$ cat src/rtl/proc_pkg.sv
// Shared constants for the three-operand processor:
// capture strobe bit positions, default width, result width helper.
package proc_pkg;

    localparam int CAP_A = 0;
    localparam int CAP_B = 1;
    localparam int CAP_C = 2;

    localparam int DEF_WIDTH = 8;
    localparam int DEF_DEPTH = 4;

    function automatic int res_w(input int w);
        return 2 * w;
    endfunction

endpackage

$ cat src/rtl/result_fifo.sv
// Result buffer: show-ahead FIFO with explicit occupancy count
// and a sticky flag for pushes dropped while full.
module result_fifo #(
    parameter int DW    = 16,
    parameter int DEPTH = 4
) (
    input  logic                       clock,
    input  logic                       rst_n,
    input  logic                       push,
    input  logic [DW-1:0]              din,
    input  logic                       pop,
    input  logic                       clr_ovf,
    output logic [DW-1:0]              dout,
    output logic                       empty,
    output logic                       full,
    output logic [$clog2(DEPTH):0]     count,
    output logic                       overflow
);

    localparam int AW = $clog2(DEPTH);

    logic [DW-1:0] mem [DEPTH];
    logic [AW-1:0] wr_ptr;
    logic [AW-1:0] rd_ptr;
    logic [AW:0]   cnt;
    logic          ovf;
    logic          do_push;
    logic          do_pop;
    logic          drop;

    assign empty    = (cnt == '0);
    assign full     = (cnt == (AW+1)'(DEPTH));
    assign count    = cnt;
    assign overflow = ovf;
    // Gated so the head reads zero whenever nothing is buffered.
    assign dout     = empty ? '0 : mem[rd_ptr];

    always_comb begin
        do_pop  = pop && !empty;
        do_push = push && (!full || do_pop);
        drop    = push && full && !do_pop;
    end

    always_ff @(posedge clock) begin
        if (rst_n && do_push)
            mem[wr_ptr] <= din;
    end

    always_ff @(posedge clock) begin
        if (!rst_n) begin
            wr_ptr <= '0;
            rd_ptr <= '0;
            cnt    <= '0;
            ovf    <= 1'b0;
        end else begin
            if (do_push)
                wr_ptr <= wr_ptr + AW'(1);
            if (do_pop)
                rd_ptr <= rd_ptr + AW'(1);
            unique case ({do_push, do_pop})
                2'b10:   cnt <= cnt + (AW+1)'(1);
                2'b01:   cnt <= cnt - (AW+1)'(1);
                default: cnt <= cnt;
            endcase
            // A drop on the same edge as a clear keeps the flag set.
            if (drop)
                ovf <= 1'b1;
            else if (clr_ovf)
                ovf <= 1'b0;
        end
    end

endmodule

$ cat src/rtl/proc_datapath.sv
// Operand registers and A*B+C multiply-add for the three-operand
// processor; results are queued in result_fifo for the consumer.
module proc_datapath
    import proc_pkg::*;
#(
    parameter int WIDTH = DEF_WIDTH,
    parameter int DEPTH = DEF_DEPTH
) (
    input  logic                   clock,
    input  logic                   rst_n,
    input  logic [WIDTH-1:0]       data_in,
    input  logic [2:0]             capture,
    input  logic                   op,
    input  logic                   valid,
    input  logic                   rd_en,
    input  logic                   clr_ovf,
    output logic [2*WIDTH-1:0]     dout,
    output logic                   empty,
    output logic                   full,
    output logic [$clog2(DEPTH):0] count,
    output logic                   overflow
);

    localparam int RW = res_w(WIDTH);

    logic [WIDTH-1:0] a_q;
    logic [WIDTH-1:0] b_q;
    logic [WIDTH-1:0] c_q;
    logic [RW-1:0]    acc_q;
    logic [RW-1:0]    mac;

    // Max (2^W-1)^2 + 2^W-1 still fits in RW bits.
    assign mac = RW'(a_q) * RW'(b_q) + RW'(c_q);

    always_ff @(posedge clock) begin
        if (!rst_n) begin
            a_q   <= '0;
            b_q   <= '0;
            c_q   <= '0;
            acc_q <= '0;
        end else begin
            if (capture[CAP_A])
                a_q <= data_in;
            if (capture[CAP_B])
                b_q <= data_in;
            if (capture[CAP_C])
                c_q <= data_in;
            if (op)
                acc_q <= mac;
        end
    end

    result_fifo #(
        .DW    (RW),
        .DEPTH (DEPTH)
    ) u_fifo (
        .clock    (clock),
        .rst_n    (rst_n),
        .push     (valid),
        .din      (acc_q),
        .pop      (rd_en),
        .clr_ovf  (clr_ovf),
        .dout     (dout),
        .empty    (empty),
        .full     (full),
        .count    (count),
        .overflow (overflow)
    );

endmodule

$ cat config.mk
export PLATFORM = sky130hd
export DESIGN_NAME = proc_datapath
export DESIGN_NICKNAME = d
export VERILOG_FILES = /design/src/rtl/proc_pkg.sv /design/src/rtl/result_fifo.sv /design/src/rtl/proc_datapath.sv
export SDC_FILE = /design/constraint.sdc
export NUM_CORES = 1
export LEC_CHECK = 0
export BUFFER_PORTS_ARGS = -buffer_cell sky130_fd_sc_hd__buf_2
export CAP_MARGIN = 20
export CORE_UTILIZATION = 53
export CTS_BUF_LIST = sky130_fd_sc_hd__clkbuf_8
export DETAILED_ROUTE_END_ITERATION = 8
export PLACE_DENSITY = 0.74
export SETUP_SLACK_MARGIN = 0.2
export SLEW_MARGIN = 30
export SYNTH_ARGS = -nofsm -noshare
export SYNTH_HDL_FRONTEND = slang
export SYNTH_HIERARCHICAL = 1
export SYNTH_SLANG_ARGS = --single-unit
$ cat constraint.sdc
create_clock -name clock -period 4.1 [get_ports clock]
set_input_delay 0.82 -clock clock [delete_from_list [all_inputs] [get_ports clock]]
set_output_delay 0.82 -clock clock [all_outputs]
set_load 0.01 [all_outputs]
==> results of run 1 <==
[final timing paths]
path / endpoint / cells past startpoint / slack (ns) / startpoint
max: acc_q[13]$_SDFFE_PN0P_ / 12 / 0.21 / a_q[3]$_SDFFE_PN0P_
min: c_q[3]$_SDFFE_PN0P_ / 2 / 0.51 / c_q[3]$_SDFFE_PN0P_
max reg2reg: acc_q[13]$_SDFFE_PN0P_ / 12 / 0.21 / a_q[3]$_SDFFE_PN0P_
min reg2reg: c_q[3]$_SDFFE_PN0P_ / 2 / 0.51 / c_q[3]$_SDFFE_PN0P_
[metrics by stage]
step | power (uW) | setup slack, ns
detailed placement | 1820 | -0.0202
floorplan | 1700 | 0.204
CTS | 2770 | 0.203
global route | 2900 | 0.0798
finish | 2770 | 0.213
global placement | 1800 | 0.0823
[routing by layer]
metal	wire, um	track usage	vias to the layer above
met2	6620	0.382	106
met3	483	0.0457	18
met4	208	0.0838	0
li1	-	-	2159
met5	0	0	-
met1	5680	0.262	2207
[flip-flops by register name (all words and copies together) (netlist names), named ones only]
signal,cells
acc_q,16
a_q,8
u_fifo/rd_ptr,2
u_fifo/mem,64
u_fifo/count,3
b_q,8
u_fifo/wr_ptr,2
c_q,8
u_fifo/overflow,1
[cell usage in the layout (no fill, tap or decap), types with 5 or more instances in the layout]
cell,netlist,final
nand2_1,44,41
nor2_1,44,44
buf_4,1,27
a21oi_1,17,12
dfxtp_1,50,34
buf_2,7,39
inv_1,78,76
clkbuf_8,0,17
nand3_1,10,10
and2_1,37,33
clkinv_2,0,5
ha_1,40,32
xor2_1,5,5
mux4_2,10,10
edfxtp_1,64,64
nor2b_1,17,17
o21ai_0,15,13
ha_4,0,5
mux2i_1,31,31
dfxtp_2,0,6
a21oi_2,1,5
mux4_1,6,6
dfxtp_4,0,10
fa_1,45,43
[worst max-delay path, stage by stage (launching register included)]
cell and delay (ns):
dfxtp_4 0.36, and2_1 0.17, fa_1 0.53, fa_1 0.43, ha_1 0.28, inv_1 0.05, fa_1 0.53, inv_1 0.07
fa_2 0.39, a211oi_4 0.32, o211ai_4 0.14, and3_4 0.17, or3_1 0.35
[where the power goes]
group          internal, uW  switching, uW  total, uW  leakage, uW
registers              1260           58.3       1320      0.00102
logic                   233            261        494      0.00221
clock network           522            434        956     0.000192
[final cells by class]
class                   instances  share of cell area
clock inverters                14              0.0158
inverters                      80              0.0378
flip-flops and latches        114               0.374
repair buffers                 67              0.0507
multi-input cells             382               0.466
well taps                     172              0.0271
clock buffers                  17              0.0295
[kinds of logic (layout without fill, tap and decap cells)]
| logic type | Yosys count | count (layout) | synth area share |
|---|---|---|---|
| DFF | 114 | 114 | 0.423 |
| adders and majority gates | 85 | 85 | 0.203 |
| and+or+nand+nor | 181 | 181 | 0.140 |
| buffers and inverters | 107 | 178 | 0.0645 |
| muxes | 47 | 47 | 0.100 |
| AOI/OAI and AO/OA | 60 | 60 | 0.0569 |
| xor gates and xnor gates | 9 | 9 | 0.0114 |
[repair_timing]
item	4_1_cts	5_1_grt
gates resized for setup	28	30
setup buffers	8	7
pin swaps	15	28
setup endpoints to repair	8	8
hold buffers	0	0
==> flow_summary.toml, run 1 <==
[die]
initial_core_util = 0.545
die_w_um = 116
core_area_sq_mm = 0.0127
ios = 39
fp.dieH_um = 116
dieArea_sq_mm = 0.0135
num_rows = 41

[placed_design]
portBuffers = 38
gp_congestion = 0.841
hpwlAfterDp_mm = 9.28
placedCellCount = 800
post_dp_cell_area_sq_mm = 0.00732

[global_route]
grt_pass1_wl_mm = 22.1
antenna_found_initial = 0
grt_overflow = 0
grt_max_degree = 35
track_usage = 0.217
grt_pass1_vias = 4694

[clock_network]
clk_pin_slew_worst_paths_ns = 0.07
numCtsBuffers = 17
cts_root_buf = "clkbuf_8"
cts_tree = "built"
clockBufferDepth = 2
clkLatencyLatePin_ns = 0.43
cts_sinks = 114
cts_max_level = 4

[sta]
fmax_ghz = 0.257
fin_crit_sh = 0.948
setup_viol = 0
tns_ns = 0
hold-worst-slack_ns = 0.509
post-route-min-period_ns = 3.89
hold_viol_final = 0
slew_headroom = 0.372
rsz0062_at_grt = "yes"
skew_ns = 0.0163
worst_pin_slew_ns = 0.940
slew_viol_final = 0

[critical_path]
crit_fanout = 6
criticalPathCategory = "reg -> reg"
start_kind = "register"
crit_arrival_ns = 4.20
end_kind = "register"
worstPathRequired_ns = 4.41

[synth]
synthMostInstantiatedCell = "inv_1"
synth_common_cells = "inv_1 (78), edfxtp_1 (64), dfxtp_1 (50)"
synth_cell_types = 56
synth_top_area_frac = 0.278
ys_async_sr_fraction = 0
ys_ff_latch = 114
synthTopCellsByArea = "edfxtp_1 (28%), dfxtp_1 (15%), fa_1 (13%)"
yosysTopAreaCell = "edfxtp_1"
syn_area_sq_mm = 0.00690
syn_nets = 705
synth_flop_cell = "edfxtp_1"
netlist_instances = 603
ys_warn_count = 6
syn_area_per_cell_sq_um = 11.4
synth_edf_count = 64
synth-seq-area-share = 0.423

[outcome]
outcome = "finished clean"

[final_layout]
fin_area_sq_mm = 0.00794
antenna_cells = 0
area_growth_pct = 15.1
instances_no_fill = 846
seqCellArea_sq_mm = 0.00297
layout-drive-gt1-share = 0.243
fin_util = 0.627
nFillCells = 983
nets = 764
multi_input_area_sq_mm = 0.00370

[detailed_routing]
route.detailed.drc = 0
post_drt_via_cell_ratio = 5.31
via_count = 4490
drtPass1Iterations = 7
wl_mm = 13.0
drtIter0Drc = 275
wl_per_cell_um = 15.4
ant_nets = 0

[job]
maxCapViolCount = 0

[power]
vdd_drop_max_uv = 398
total_leakage_power_uw = 0.00342
power.density_mw_per_mm2 = 349

[hold_path]
hp-class = "reg -> reg"
Power figures use the tool's default switching activity.
==> run 2, diff against run 1 <==
- CORE_MARGIN: unset -> 8
==> run 2 against run 1 <==
Net effect: global-route usage down 5.0 points; count of clock-buffer cells in the layout grew 1; clock skew shrank 0.0022 ns; critical path depth unchanged; critical endpoint unchanged.
==> flow_summary.toml, run 2 (synthesis gave the netlist of run 1 again) <==
[clock_network]
cts_max_level = 4
numCtsBuffers = 17
cts_sinks = 114
cts_root_buf = "clkbuf_8"
clk_pin_slew_worst_paths_ns = 0.06
cts_tree = "built"
clockBufferDepth = 2
clkLatencyLatePin_ns = 0.43

[final_layout]
final_common_cell = "inv_1"
area_growth_pct = 16.5
nets = 766
top_register = "u_fifo/mem"
instances_no_fill = 849
layout-drive-gt1-share = 0.248
nFillCells = 977
largest_reg_flops = 64
reg_top3 = "u_fifo/mem (64), acc_q (16)"
antenna_cells = 0
final_cell_mix = "inv_1 (77), edfxtp_1 (64), nor2_1 (44)"
fin_util = 0.635

[die]
initial_core_util = 0.545
dieArea_sq_mm = 0.0169
die_w_um = 130
ios = 39
fp.dieH_um = 130
core_area_sq_mm = 0.0127
num_rows = 41

[outcome]
outcome = "finished clean"

[sta]
setup_viol = 0
hold-worst-slack_ns = 0.496
slew_viol_final = 0
worst_pin_slew_ns = 0.931
slew_headroom = 0.377
hold_viol_final = 0
post-route-min-period_ns = 3.93
rsz0062_at_grt = "yes"
fmax_ghz = 0.255
skew_ns = 0.0141
fin_crit_sh = 0.958
tns_ns = 0

[critical_path]
crit_fanout = 6
start_kind = "register"
criticalPathCategory = "reg -> reg"
crit_arrival_ns = 4.23
worstPathRequired_ns = 4.41
end_kind = "register"

[global_route]
track_usage = 0.167
grt_overflow = 0
grt_pass1_wl_mm = 22.1
grt_pass1_vias = 4660
antenna_found_initial = 0
grt_max_degree = 35

[placed_design]
hpwlAfterDp_mm = 9.43
gp_congestion = 0.882
placedCellCount = 802
portBuffers = 38

[hold_path]
hp-class = "reg -> reg"

[detailed_routing]
drtIter0Drc = 245
route.detailed.drc = 0
drtPass1Iterations = 4
wl_mm = 12.9
post_drt_via_cell_ratio = 5.27
wl_per_cell_um = 15.2
ant_nets = 0
via_count = 4471

[job]
maxCapViolCount = 0

[power]
vdd_drop_max_uv = 358
power.density_mw_per_mm2 = 364
p_total_uw = 2920
total_leakage_power_uw = 0.00346
-- run 2: cell types whose count changed in the layout (fill, tap and decap cells not counted), sizes merged --
cell and change:
inv +1, clkinv -5, bufinv +2, buf +3, clkinvlp +2
-- run 2: final cells by class --
class	count	area, sq um	share of cell area
clock buffer	18	248	0.0308
timing repair buffer	69	423	0.0526
inverter	80	300	0.0373
sequential	114	2970	0.369
clock inverter	14	173	0.0215
tap	172	215	0.0268
multi-input combinational	382	3710	0.462
-- run 2: stage by stage --
stage               setup slack [ns]  instance area, sq um
finish                         0.173                  8040
global route                  0.0348                  8040
CTS                            0.201                  7950
detailed placement          -0.00778                  7340
global placement              0.0808                  7340
floorplan                      0.204                  6990
-- run 2: repair_timing --
action,in CTS,in global routing
pin swaps,21,22
setup buffers,11,4
hold buffers,0,0
gates resized for setup,39,24
setup endpoints to repair,8,8
-- run 2: where the power goes --
group	internal, uW	switching (uW)
clock network	665	432
logic	244	266
registers	1260	56.9
total	2170	755
-- run 2: per-layer routing --
layer | wire (um) | global-route usage | up-vias
li1 | - | - | 2161
met1 | 5740 | 0.202 | 2191
met2 | 6390 | 0.285 | 99
met3 | 608 | 0.0379 | 20
met4 | 197 | 0.0622 | 0
met5 | 0 | 0 | -
-- run 2: final timing paths --
kind	start	endpoint	slack [ns]	depth (start not counted)
min	c_q[1]$_SDFFE_PN0P_	c_q[1]$_SDFFE_PN0P_	0.50	2
max	a_q[5]$_SDFFE_PN0P_	acc_q[13]$_SDFFE_PN0P_	0.17	12
min reg2reg	c_q[1]$_SDFFE_PN0P_	c_q[1]$_SDFFE_PN0P_	0.50	2
max reg2reg	a_q[5]$_SDFFE_PN0P_	acc_q[13]$_SDFFE_PN0P_	0.17	12
-- run 2: critical path, stage by stage, from the launching register on --
cell and delay (ns):
dfxtp_4 0.37, and2_4 0.16, fa_1 0.56, fa_1 0.43
fa_1 0.48, inv_1 0.05, fa_1 0.54, inv_2 0.05
ha_4 0.29, o211ai_1 0.15, o211ai_4 0.29, a21oi_2 0.08
or3_1 0.35
==> run 3, diff against run 2 <==
- ABC_AREA: unset -> 1
- PLACE_DENSITY: 0.74 -> 0.73
==> run 3 against run 2 <==
Net effect: global-route usage down 0.36 points; sequential power is 3% higher; register-to-register slack improved by 0.16 ns; critical path type unchanged; cell count grew 26%; highest routed layer unchanged; sequential share of layout area rose by 0.44 points; power up 6.6%; clock skew fell by 0.0054 ns; die area rose by 1.6%; non-clock buffer count fell by 7; design area decreased by 1.0%; synthesized cell count grew 38%.
==> flow_summary.toml, run 3 <==
[outcome]
outcome = "finished clean"

[clock_network]
cts_root_buf = "clkbuf_8"
cts_hold_buf = 0
cts_sinks = 114
cts_tree = "built"
clkLatencyLatePin_ns = 0.44
numCtsBuffers = 17
clockBufferDepth = 2
cts_max_level = 4
clk_pin_slew_worst_paths_ns = 0.07

[sta]
setup_viol = 0
hold-worst-slack_ns = 0.464
rsz0062_at_grt = "yes"
fmax_ghz = 0.266
slew_headroom = 0.620
skew_ns = 0.00870
hold_viol_final = 0
post-route-min-period_ns = 3.77
slew_viol_final = 0
fin_crit_sh = 0.918
tns_ns = 0
worst_pin_slew_ns = 0.570
worst_slack_ns = 0.335

[detailed_routing]
ant_nets = 0
via_count = 5114
wl_mm = 13.5
drtPass1Iterations = 5
drtIter0Drc = 293
route.detailed.drc = 0
wl_per_cell_um = 12.7
post_drt_via_cell_ratio = 4.79

[synth]
synth_flop_cell = "edfxtp_1"
synthTopCellsByArea = "edfxtp_1 (27%), dfxtp_1 (14%), fa_1 (13%)"
synth_cell_types = 28
synth_edf_count = 64
syn_nets = 934
synth-seq-area-share = 0.416
syn_area_sq_mm = 0.00703
yosysTopAreaCell = "edfxtp_1"
synth_top_area_frac = 0.274
syn_area_per_cell_sq_um = 8.44
synthMostInstantiatedCell = "inv_1"
synth_common_cells = "inv_1 (161), nor2_1 (151), nand2_1 (131)"
ys_ff_latch = 114
ys_async_sr_fraction = 0
netlist_instances = 832
ys_warn_count = 6

[power]
power.density_mw_per_mm2 = 392
total_leakage_power_uw = 0.00402
vdd_drop_max_uv = 292

[job]
maxCapViolCount = 0

[global_route]
grt_pass1_wl_mm = 23.2
grt_max_degree = 39
grt_pass1_vias = 5035
antenna_found_initial = 0
grt_overflow = 0
track_usage = 0.163

[critical_path]
critPathBufInv = 4
crit_chain = "nand2_1, inv_1, fa_1, fa_1, fa_1, inv_1, fa_1, inv_1, ha_4, nand2_2, nor2_2, nand2_2, nand2_2, xnor2_1, nand2_1, nand2_1, inv_1"
criticalPathCategory = "reg -> reg"
crit_arrival_ns = 4.10
worstPathRequired_ns = 4.44
crit_slowest_cell = "fa_1"
r2r_cells = 17
crit_fanout = 8
critPathTopFamily = "adder cells"
slowest_delay_ns = 0.56
end_kind = "register"
cp_num_cells = 17
start_kind = "register"

[final_layout]
nets = 980
top_register = "u_fifo/mem"
reg_top3 = "u_fifo/mem (64), acc_q (16)"
layout-drive-gt1-share = 0.162
area_growth_pct = 13.3
final_common_cell = "inv_1"
largest_reg_flops = 64
antenna_cells = 0
fin_util = 0.608
nFillCells = 1087
final_cell_mix = "inv_1 (162), nor2_1 (149), nand2_1 (124)"

[placed_design]
portBuffers = 38
hpwlAfterDp_mm = 9.78
gp_congestion = 0.825
pre_cts_slack_ns = 0.135

[die]
core_area_sq_mm = 0.0131
die_w_um = 131
fp.dieH_um = 131
num_rows = 42
ios = 39
dieArea_sq_mm = 0.0172
initial_core_util = 0.537

[hold_path]
hp-class = "reg -> reg"
min_path_cells = 2
==> run 3: area by class of cell <==
type	count	area [sq um]	share of cell area
sequential	114	2970	0.373
timing repair buffer	62	370	0.0465
inverter	167	629	0.0791
clock inverter	15	136	0.0171
clock buffer	17	234	0.0294
tap	176	220	0.0277
multi-input combinational	516	3400	0.427
==> run 3: logic make-up after synthesis <==
logic type / count (synthesis) / share of synthesized area
and+or+nand+nor: 322 / 0.187
adders and majority gates: 85 / 0.199
xor gates and xnor gates: 8 / 0.00997
DFF: 114 / 0.416
AOI/OAI and AO/OA: 101 / 0.0723
buffers and inverters: 202 / 0.115
==> run 3: power breakdown <==
part	internal, uW	total [uW]	switching [uW]
clock network	483	959	476
registers	1290	1360	70.4
logic	311	800	490
total	2080	3120	1040
==> run 3: worst reg2reg max path, stage by stage (launching register included) <==
cell     delay, ns
dfxtp_4       0.38
nand2_1       0.07
inv_1         0.05
fa_1          0.56
fa_1          0.45
fa_1          0.54
inv_1         0.05
fa_1          0.52
inv_1         0.06
ha_4          0.31
nand2_2       0.09
nor2_2        0.17
nand2_2       0.08
nand2_2       0.06
xnor2_1       0.11
nand2_1       0.08
nand2_1       0.07
inv_1         0.03
==> run 3: timing repair <==
item / CTS / global route
pin swaps: 0 / 20
setup endpoints to repair: 7 / 9
resized for setup: 8 / 41
buffers inserted: 0 / 10
==> run 3: path summary, 6_finish.rpt <==
check             slack, ns                      endpoint                    startpoint
setup / recovery       0.33        acc_q[11]$_SDFFE_PN0P_           a_q[3]$_SDFFE_PN0P_
hold / removal         0.46  u_fifo/overflow$_SDFFE_PN0P_  u_fifo/overflow$_SDFFE_PN0P_
setup reg to reg       0.33        acc_q[11]$_SDFFE_PN0P_           a_q[3]$_SDFFE_PN0P_
hold reg to reg        0.46  u_fifo/overflow$_SDFFE_PN0P_  u_fifo/overflow$_SDFFE_PN0P_
==> run 3: metrics by stage <==
stage	power, uW	std cells	area, sq um
4_1_cts	3080	1057	7740
5_1_grt	3310	1067	7960
6_report	3120	1067	7960
3_5_place_dp	2120	1025	7360
3_3_place_gp	2100	1025	7360
2_1_floorplan	1910	832	7030
==> run 3: layer usage <==
metal	vias up	wire length, um	share of wire	global-route usage
met5	-	0	0	0
met4	0	182	0.013	0.0620
met3	14	468	0.035	0.0393
met2	86	6620	0.49	0.276
met1	2363	6240	0.46	0.198
li1	2651	-	-	-
